`src/rtl/tt_sweep_capture.sv`:
```
// Truth-table sweeper: walks a 7-input combinational function through all 128 vectors
// and captures its 1-bit result into a 128-bit table with popcount and signature match.
module tt_sweep_capture #(
    parameter int SETTLE = 1
) (
    input  logic         clk,
    input  logic         rst_n,
    input  logic         start,
    input  logic         abort,
    input  logic [127:0] expected,
    input  logic         dut_out,
    output logic [6:0]   dut_x,
    output logic         busy,
    output logic         done,
    output logic [127:0] truth_table,
    output logic [7:0]   ones_count,
    output logic         match
);

    // state | meaning
    // IDLE  | waiting for start, outputs hold last sweep result
    // RUN   | vector applied, wait counter settling toward SETTLE
    // DONE  | one-cycle done pulse, then back to IDLE
    typedef enum logic [1:0] {IDLE, RUN, DONE} state_t;

    localparam logic [3:0] SETTLE_C = 4'(SETTLE);

    state_t       state, state_nxt;
    logic [3:0]   cnt;
    logic         go;
    logic         sample;
    logic [127:0] tt_upd;

    always_ff @(posedge clk or negedge rst_n) begin
        if (!rst_n) state <= IDLE;
        else        state <= state_nxt;
    end

    always_comb begin
        state_nxt = state;
        go        = 1'b0;
        sample    = 1'b0;
        case (state)
            IDLE: begin
                if (start && !abort) begin
                    state_nxt = RUN;
                    go        = 1'b1;
                end
            end
            RUN: begin
                if (abort) begin
                    state_nxt = IDLE;
                end else if (cnt == SETTLE_C) begin
                    sample = 1'b1;
                    if (dut_x == 7'd127) state_nxt = DONE;
                end
            end
            DONE:    state_nxt = IDLE;
            default: state_nxt = IDLE;
        endcase
    end

    // Table with only the current vector's bit replaced; also feeds the final compare.
    always_comb begin
        tt_upd        = truth_table;
        tt_upd[dut_x] = dut_out;
    end

    assign busy = (state == RUN);
    assign done = (state == DONE);

    always_ff @(posedge clk or negedge rst_n) begin
        if (!rst_n) begin
            dut_x       <= '0;
            cnt         <= '0;
            truth_table <= '0;
            ones_count  <= '0;
            match       <= 1'b0;
        end else if (go) begin
            dut_x       <= '0;
            cnt         <= '0;
            truth_table <= '0;
            ones_count  <= '0;
            match       <= 1'b0;
        end else if (state == RUN) begin
            if (abort) begin
                cnt   <= '0;
                match <= 1'b0;
            end else if (sample) begin
                truth_table <= tt_upd;
                ones_count  <= ones_count + {7'd0, dut_out};
                cnt         <= '0;
                if (dut_x != 7'd127) dut_x <= dut_x + 7'd1;
                else                 match <= (tt_upd == expected);
            end else begin
                cnt <= cnt + 4'd1;
            end
        end
    end

endmodule

```
`config.mk`:
```
export PLATFORM = sky130hd
export DESIGN_NAME = tt_sweep_capture
export DESIGN_NICKNAME = d
export VERILOG_FILES = /design/src/rtl/tt_sweep_capture.sv
export SDC_FILE = /design/constraint.sdc
export NUM_CORES = 1
export LEC_CHECK = 0
export BUFFER_PORTS_ARGS = -buffer_cell sky130_fd_sc_hd__buf_2
export CORE_MARGIN = 4
export CORE_UTILIZATION = 50
export DETAILED_ROUTE_END_ITERATION = 10
export PLACE_DENSITY = 0.86
export SYNTH_ARGS = -nofsm -noshare
export SYNTH_HDL_FRONTEND = slang
export SYNTH_SLANG_ARGS = --single-unit
```
`constraint.sdc`:
```
create_clock -name clk -period 2.7 [get_ports clk]
set_clock_uncertainty 0.05 [all_clocks]
set_input_delay 0.27 -clock clk [delete_from_list [all_inputs] [get_ports clk]]
set_output_delay 0.27 -clock clk [all_outputs]
set_load 0.05 [all_outputs]
```
---- Word-level counts from Yosys, hierarchy flattened ----
Cells that the tools add are included.
storage, ports and cells
  register bits after elaboration ......... 150
  bits of input ports ..................... 133
  output and inout bits ................... 146
  logic and storage cells ................. 69
operators by class
  add/sub/neg operators ................... 3
  magnitude comparators ................... 2
  equality and inequality tests ........... 11
  mux-type cells .......................... 35
  reduce and logical (&&, ||, !) cells .... 12
operator list
  kind                                                                                  count
  128-bit 2-to-1 mux                                                                    4
  128-bit bitwise mux                                                                   1
  128-bit equality test                                                                 1
  7-bit 2-to-1 mux                                                                      5
  8-bit 2-to-1 mux                                                                      4
  4-bit 2-to-1 mux                                                                      4
  1-bit 2-to-1 mux                                                                      11
  3-bit AND reduction                                                                   3
  8-bit by 1-bit adder with 8-bit output                                                1
  7-bit by 8-bit less-than comparator with 1-bit output (second input constant)         1
  2-bit 2-to-1 mux                                                                      4
  7-bit by 1-bit adder with 7-bit output (second input constant)                        1
  1-bit demux with 7-bit select                                                         1
  7-bit equality test (second input constant)                                           1
  7-bit by 1-bit greater-or-equal comparator with 1-bit output (second input constant)  1
  7-bit != test (second input constant)                                                 1
  3-bit by 2-bit != test with 1-bit output (second input constant)                      2
  2-bit nonzero test                                                                    3
  4-bit by 1-bit adder with 4-bit output (second input constant)                        1
  4-bit by 1-bit equality test with 1-bit output (second input constant)                1
  2-bit case mux with 2 select lines                                                    1
  4-bit AND reduction                                                                   1
  3-bit != test (second input constant)                                                 1
  3-bit nonzero test                                                                    1
  7 further kinds                                                                       8

---- Longest topological paths before layout ----
  depth after elaboration ................. 11
  depth in mapped cells ................... 12
  depth with buffers taken out ............ 10

---- Worst setup path after synthesis ----
Ideal clock, no wire load.
  path kind ............................... reg-to-reg
  start point ............................. register dut_x[4]
  end point ............................... register match
  library setup time ...................... 0.092 ns
  arrival ................................. 3.059 ns
  data required time ...................... 2.558 ns
  path slack .............................. -0.501 ns
  stages on the path, launching flop included .. 12
  buffers on the path ..................... 3
  period minus slack after synthesis ...... 3.201 ns
  cells stage by stage .................... dfrtp_1 > buf_2 > buf_4 > buf_4 > nand4b_1 > nor2_1 > mux2i_1 > o2111ai_1 > or4_1 > nor4_1 > nand4_1 > o31ai_2
between the ends
  longest elaborated chain between the ends .. 11
  elaborated cells between the ends (all ways) .. 15
  those cells by class .................... 2 x order compare; 3 x eq/ne; 8 x mux; 2 x reduce/logical
RTL lines
  element                                                                                                                                                      RTL line  source
  from (decl)                                                                                                                                                  12        output logic [6:0] dut_x,
  from (signal assigned)                                                                                                                                       93        if (dut_x != 7'd127) dut_x <= dut_x + 7'd1;
  7-bit by 8-bit less-than comparator with 1-bit output (not written as such) or 7-bit by 1-bit greater-or-equal comparator with 1-bit output (tied branches)  66        tt_upd[dut_x] = dut_out;
  1-bit logical AND (not written as such)                                                                                                                      66
  1-bit 2-to-1 mux (not written as such)                                                                                                                       66
  1-bit demux with 7-bit select                                                                                                                                66
  128-bit bitwise mux                                                                                                                                          66
  128-bit equality test                                                                                                                                        94        else match <= (tt_upd == expected);
  1-bit 2-to-1 mux                                                                                                                                             93
  1-bit 2-to-1 mux                                                                                                                                             89        end else if (sample) begin
  1-bit 2-to-1 mux                                                                                                                                             86        if (abort) begin
  1-bit 2-to-1 mux                                                                                                                                             85        end else if (state == RUN) begin
  1-bit 2-to-1 mux                                                                                                                                             79        end else if (go) begin
  to (signal assigned)                                                                                                                                         94
  to (decl)                                                                                                                                                    17        output logic match
Several ways; a longest one is shown, not always the timed one. The select of a mux whose other input is x is not followed.
A chain may end at the register's enable or synchronous reset.

---- Final worst setup path ----
  start point ............................. register dut_x[5]
  end point ............................... register match
Same word-level chain as after synthesis.

==> summary.md <==
| Metric | Value |
|---|---|
| Crit-path slowest cell | `a21oi_1` |
| CTS max path bufs | `2` |
| CP startpoint kind | `register` |
| Worst Hold Path Cells | `3` |
| Fin cells | `2298` |
| Syn. warnings | `0` |
| Maxcap violations | `0` |
| Final setup fails | `1` |
| CTS sink count | `150` |
| Largest net degree at the start of global routing | `between 100 and 150` |
| Chip Height | `159 um` |
| Final GP Congestion | `1.09` |
| Syn-to-layout area delta | `48.6%` |
| Final ANT Viol Nets | `0` |
| Critical Path End Type | `register` |
| WP data required | `around 3.0 ns` |
| Core area | `22100 um^2` |
| Clock transition at path regs | `0.07 ns` |
| Count of different cell masters after synthesis | `74` |
| Leakage | `0.00754 uW` |
| CTS tree | `done` |
| Setup TNS | `-0.671 ns` |
| CTS H-tree lvls | `4` |
| Crit. Startpoint | `dut_x[5]` |
| Crit-path leading delay family | `compound AO/OA/AOI/OAI gates` |
| Vias per inst | `between 6 and 7` |
| Pins Over Slew Limit | `0` |
| R2R Setup Slk | `-0.67 ns` |
| R2R Path End | `match` |
| Minimum clock period | `3.37 ns` |
| Initial antenna violation count | `0` |
| Gate Count Post-Synth | `1474` |
| DRC violations left | `0` |
| Sequential area share after synthesis | `33.0%` |
| RR Startpoint | `dut_x[5]` |
| Ys async rst share | `100%` |
| Failing checks | `setup timing` |
| Global route overflow | `0` |
| CP cell instances | `clkbuf_4, buf_4, nor4_4, nand2_1, a21oi_1, buf_4, o211ai_1, nor4_4, nand4_1, o31ai_2` |
| Peak Freq | `0.297 GHz` |
| Setup ws final | `-0.671 ns` |
| Detailed Routing Iterations Pass 1 | `7` |
| Die X | `159 um` |
| Drt initial violations | `2740` |
| Power per Cell Area | `roughly 410 nW/um^2` |
| Net count reported at finish | `2143` |
| RSZ-0062 raised after global routing | `true` |
| Final Cycle Share | `125%` |
| Setup Crit Path Kind | `reg2reg` |
| Slew HR | `around two fifths` |
| Drt total wl | `64.5 mm` |
| R2r worst-path depth | `10` |
| CP max FO | `8` |
| Syn Nets | `1612` |
| Vias in the first global route | `roughly 15000` |
| IO Pins | `279` |
| Syn Area/Cell | `7.71 um^2` |
| IR drop worst, VDD | `376 uV` |
| CP arrival | `3.67 ns` |
| Fraction of final layout cells sized beyond drive strength 1 | `approximately two fifths` |
| Latest clock arrival within the worst-skew pair | `0.44 ns` |
| Port Buffers | `approximately 280` |
| Root Driver | `clkbuf_16` |
| Number of synthesized flops with an enable pin | `0` |
| WP buf/inv | `3` |
| Fin. Hold Viols | `0` |
| Diodes inserted | `0` |
| Status | `complete, but fails checks` |
| Worst-margin pin slew | `slightly above 0.9 ns` |
| Initial Utilization | `51.4%` |
| #FFs+latches synth | `150` |
| Gr usage total | `approximately 48%` |
| Placed cell count | `about 2200` |
| DR WL/cell | `about 28 um` |
| TritonCTS buffer count | `17` |
| Hpwl dp | `46.5 mm` |
| Hold Path End | `state[0]` |
| # rows | `54` |
| Start point of the worst hold path | `start` |
| Routed vias | `15931` |
| Max stage delay on crit path | `about 0.68 ns` |
| Die footprint | `~25000 um^2` |
| Post-synth top flop | `dfrtp_1` |
| Syn Std Cell Area | `between 10000 and 15000 um^2` |
| Worst min-delay path class | `in2reg` |
| First-pass GRT wire length | `around 94 mm` |
area by class of cell:
cell class                      instances  area, um^2
Tap cell                              280         350
Sequential cell                       150        3770
Clock buffer                           17         425
Timing Repair Buffer                  657        4560
Inverter                               19        71.3
Clock inverter                         15         178
Multi-Input combinational cell       1160        7530
Fill cell                            1655        5200
worst register-to-register path, stage by stage (launching register included):
cell and delay, ns:
dfrtp_4 0.54, clkbuf_4 0.21, buf_4 0.18, nor4_4 0.32, nand2_1 0.15, a21oi_1 0.68, buf_4 0.25, o211ai_1 0.14
nor4_4 0.33, nand4_1 0.20, o31ai_2 0.24
routing by layer:
layer	GRT usage, %	wire length, um	vias to the layer above
li1	-	-	6572
met1	59.5	22400	7413
met2	72.7	27200	1522
met3	11.0	8730	424
met4	34.0	6160	0
met5	0	0	-
cell usage after synthesis, types with 7 or more instances:
cell type  instances  area (um^2)
nor4_1            23          144
nand4bb_1          7         78.8
xor2_1            41          359
a22o_1            52          455
o211ai_1          10         75.1
xnor2_1           18          158
buf_1              7         26.3
o2111ai_1          9         78.8
a31oi_1           12         75.1
or3_1              7         43.8
inv_1             18         67.6
nor3b_1           21          158
o22ai_1           17          106
mux2i_1           15          150
dfrtp_1          150         3750
nor3_1            53          265
nor2_1            96          360
clkbuf_1         105          394
a32oi_1            8         70.1
nand2_1          106          398
a21oi_1          168          841
buf_2             25          125
and3b_1            9         78.8
nand4_1           26          163
nor2b_1           10         62.6
buf_4              7         52.6
o21ai_0          245         1230
nand3b_1          23          173
a2111oi_0          9         78.8
nand2b_1          15         93.8
nand3_1           64          320
logic make-up after synthesis:
group	share of synthesized area, %
AO/OA/AOI/OAI	30.3
AND/OR/NAND/NOR	24.3
buffers and inverters	5.99
flip-flops	33.0
XOR/XNOR	4.55
multiplexers	1.32
adder cells (fa/ha/maj)	0.550
state kept, by name (all words and copies together), names as in the netlist:
register,count
ones_count,8
dut_x,7
state,2
match,1
cnt,4
truth_table,128
worst max path at each step:
stage,cells past startpoint,slack [ns],endpoint
3_3_place_gp,11,-0.80,match
4_1_cts,10,-0.31,match
2_1_floorplan,11,-0.23,match
3_5_place_dp,11,-0.81,match
6_report,10,-0.67,match
5_1_grt,10,-0.67,match
stage by stage:
step / util, % / hold WS [ns] / worst slack [ns] / total power, uW / area, um^2
2_1_floorplan: - / -0.0756 / -0.228 / 3110 / 11400
3_3_place_gp: 69.1 / 0.307 / -0.802 / 4110 / 15300
3_5_place_dp: 69.1 / 0.314 / -0.810 / 4120 / 15300
4_1_cts: 73.9 / 0.0653 / -0.313 / 6730 / 16300
5_1_grt: 76.4 / 0.121 / -0.672 / 7070 / 16900
6_report: 76.4 / 0.0732 / -0.671 / 6950 / 16900
cells in the final DEF (no fill, tap or decap), drive strengths merged, types with 6 or more instances in the layout:
cell type / instances
buf: 654
nor3b: 23
inv: 29
nor2b: 10
nand2b: 15
dfrtp: 150
nand4: 26
a2111oi: 9
and3b: 9
o22ai: 17
a22o: 52
nor4: 23
a31oi: 12
mux2i: 15
a211oi: 6
or3: 7
o2111ai: 9
nor4b: 6
nand3: 64
a21oi: 168
o211ai: 10
nor2: 96
nor3: 53
xnor2: 18
xor2: 41
nand4bb: 7
nand2: 106
nand3b: 23
nand4b: 6
a32oi: 8
clkbuf: 19
o21ai: 245
power by group:
| group | internal, uW | switching, uW | total, uW |
|---|---|---|---|
| logic | 754 | 1270 | 2030 |
| clock network | 1410 | 1190 | 2600 |
| registers | 2280 | 45.7 | 2320 |
| total | 4440 | 2510 | 6950 |
what timing repair did:
action                     4_1_cts  5_1_grt
setup buffers                   27       23
pin swaps                       22       43
hold buffers                     1        0
setup endpoints to repair        1       12
hold endpoints to repair        74        0
gates cloned                     0        0
gates resized for setup         63       88
No activity file was read; power rests on OpenSTA's default activity.
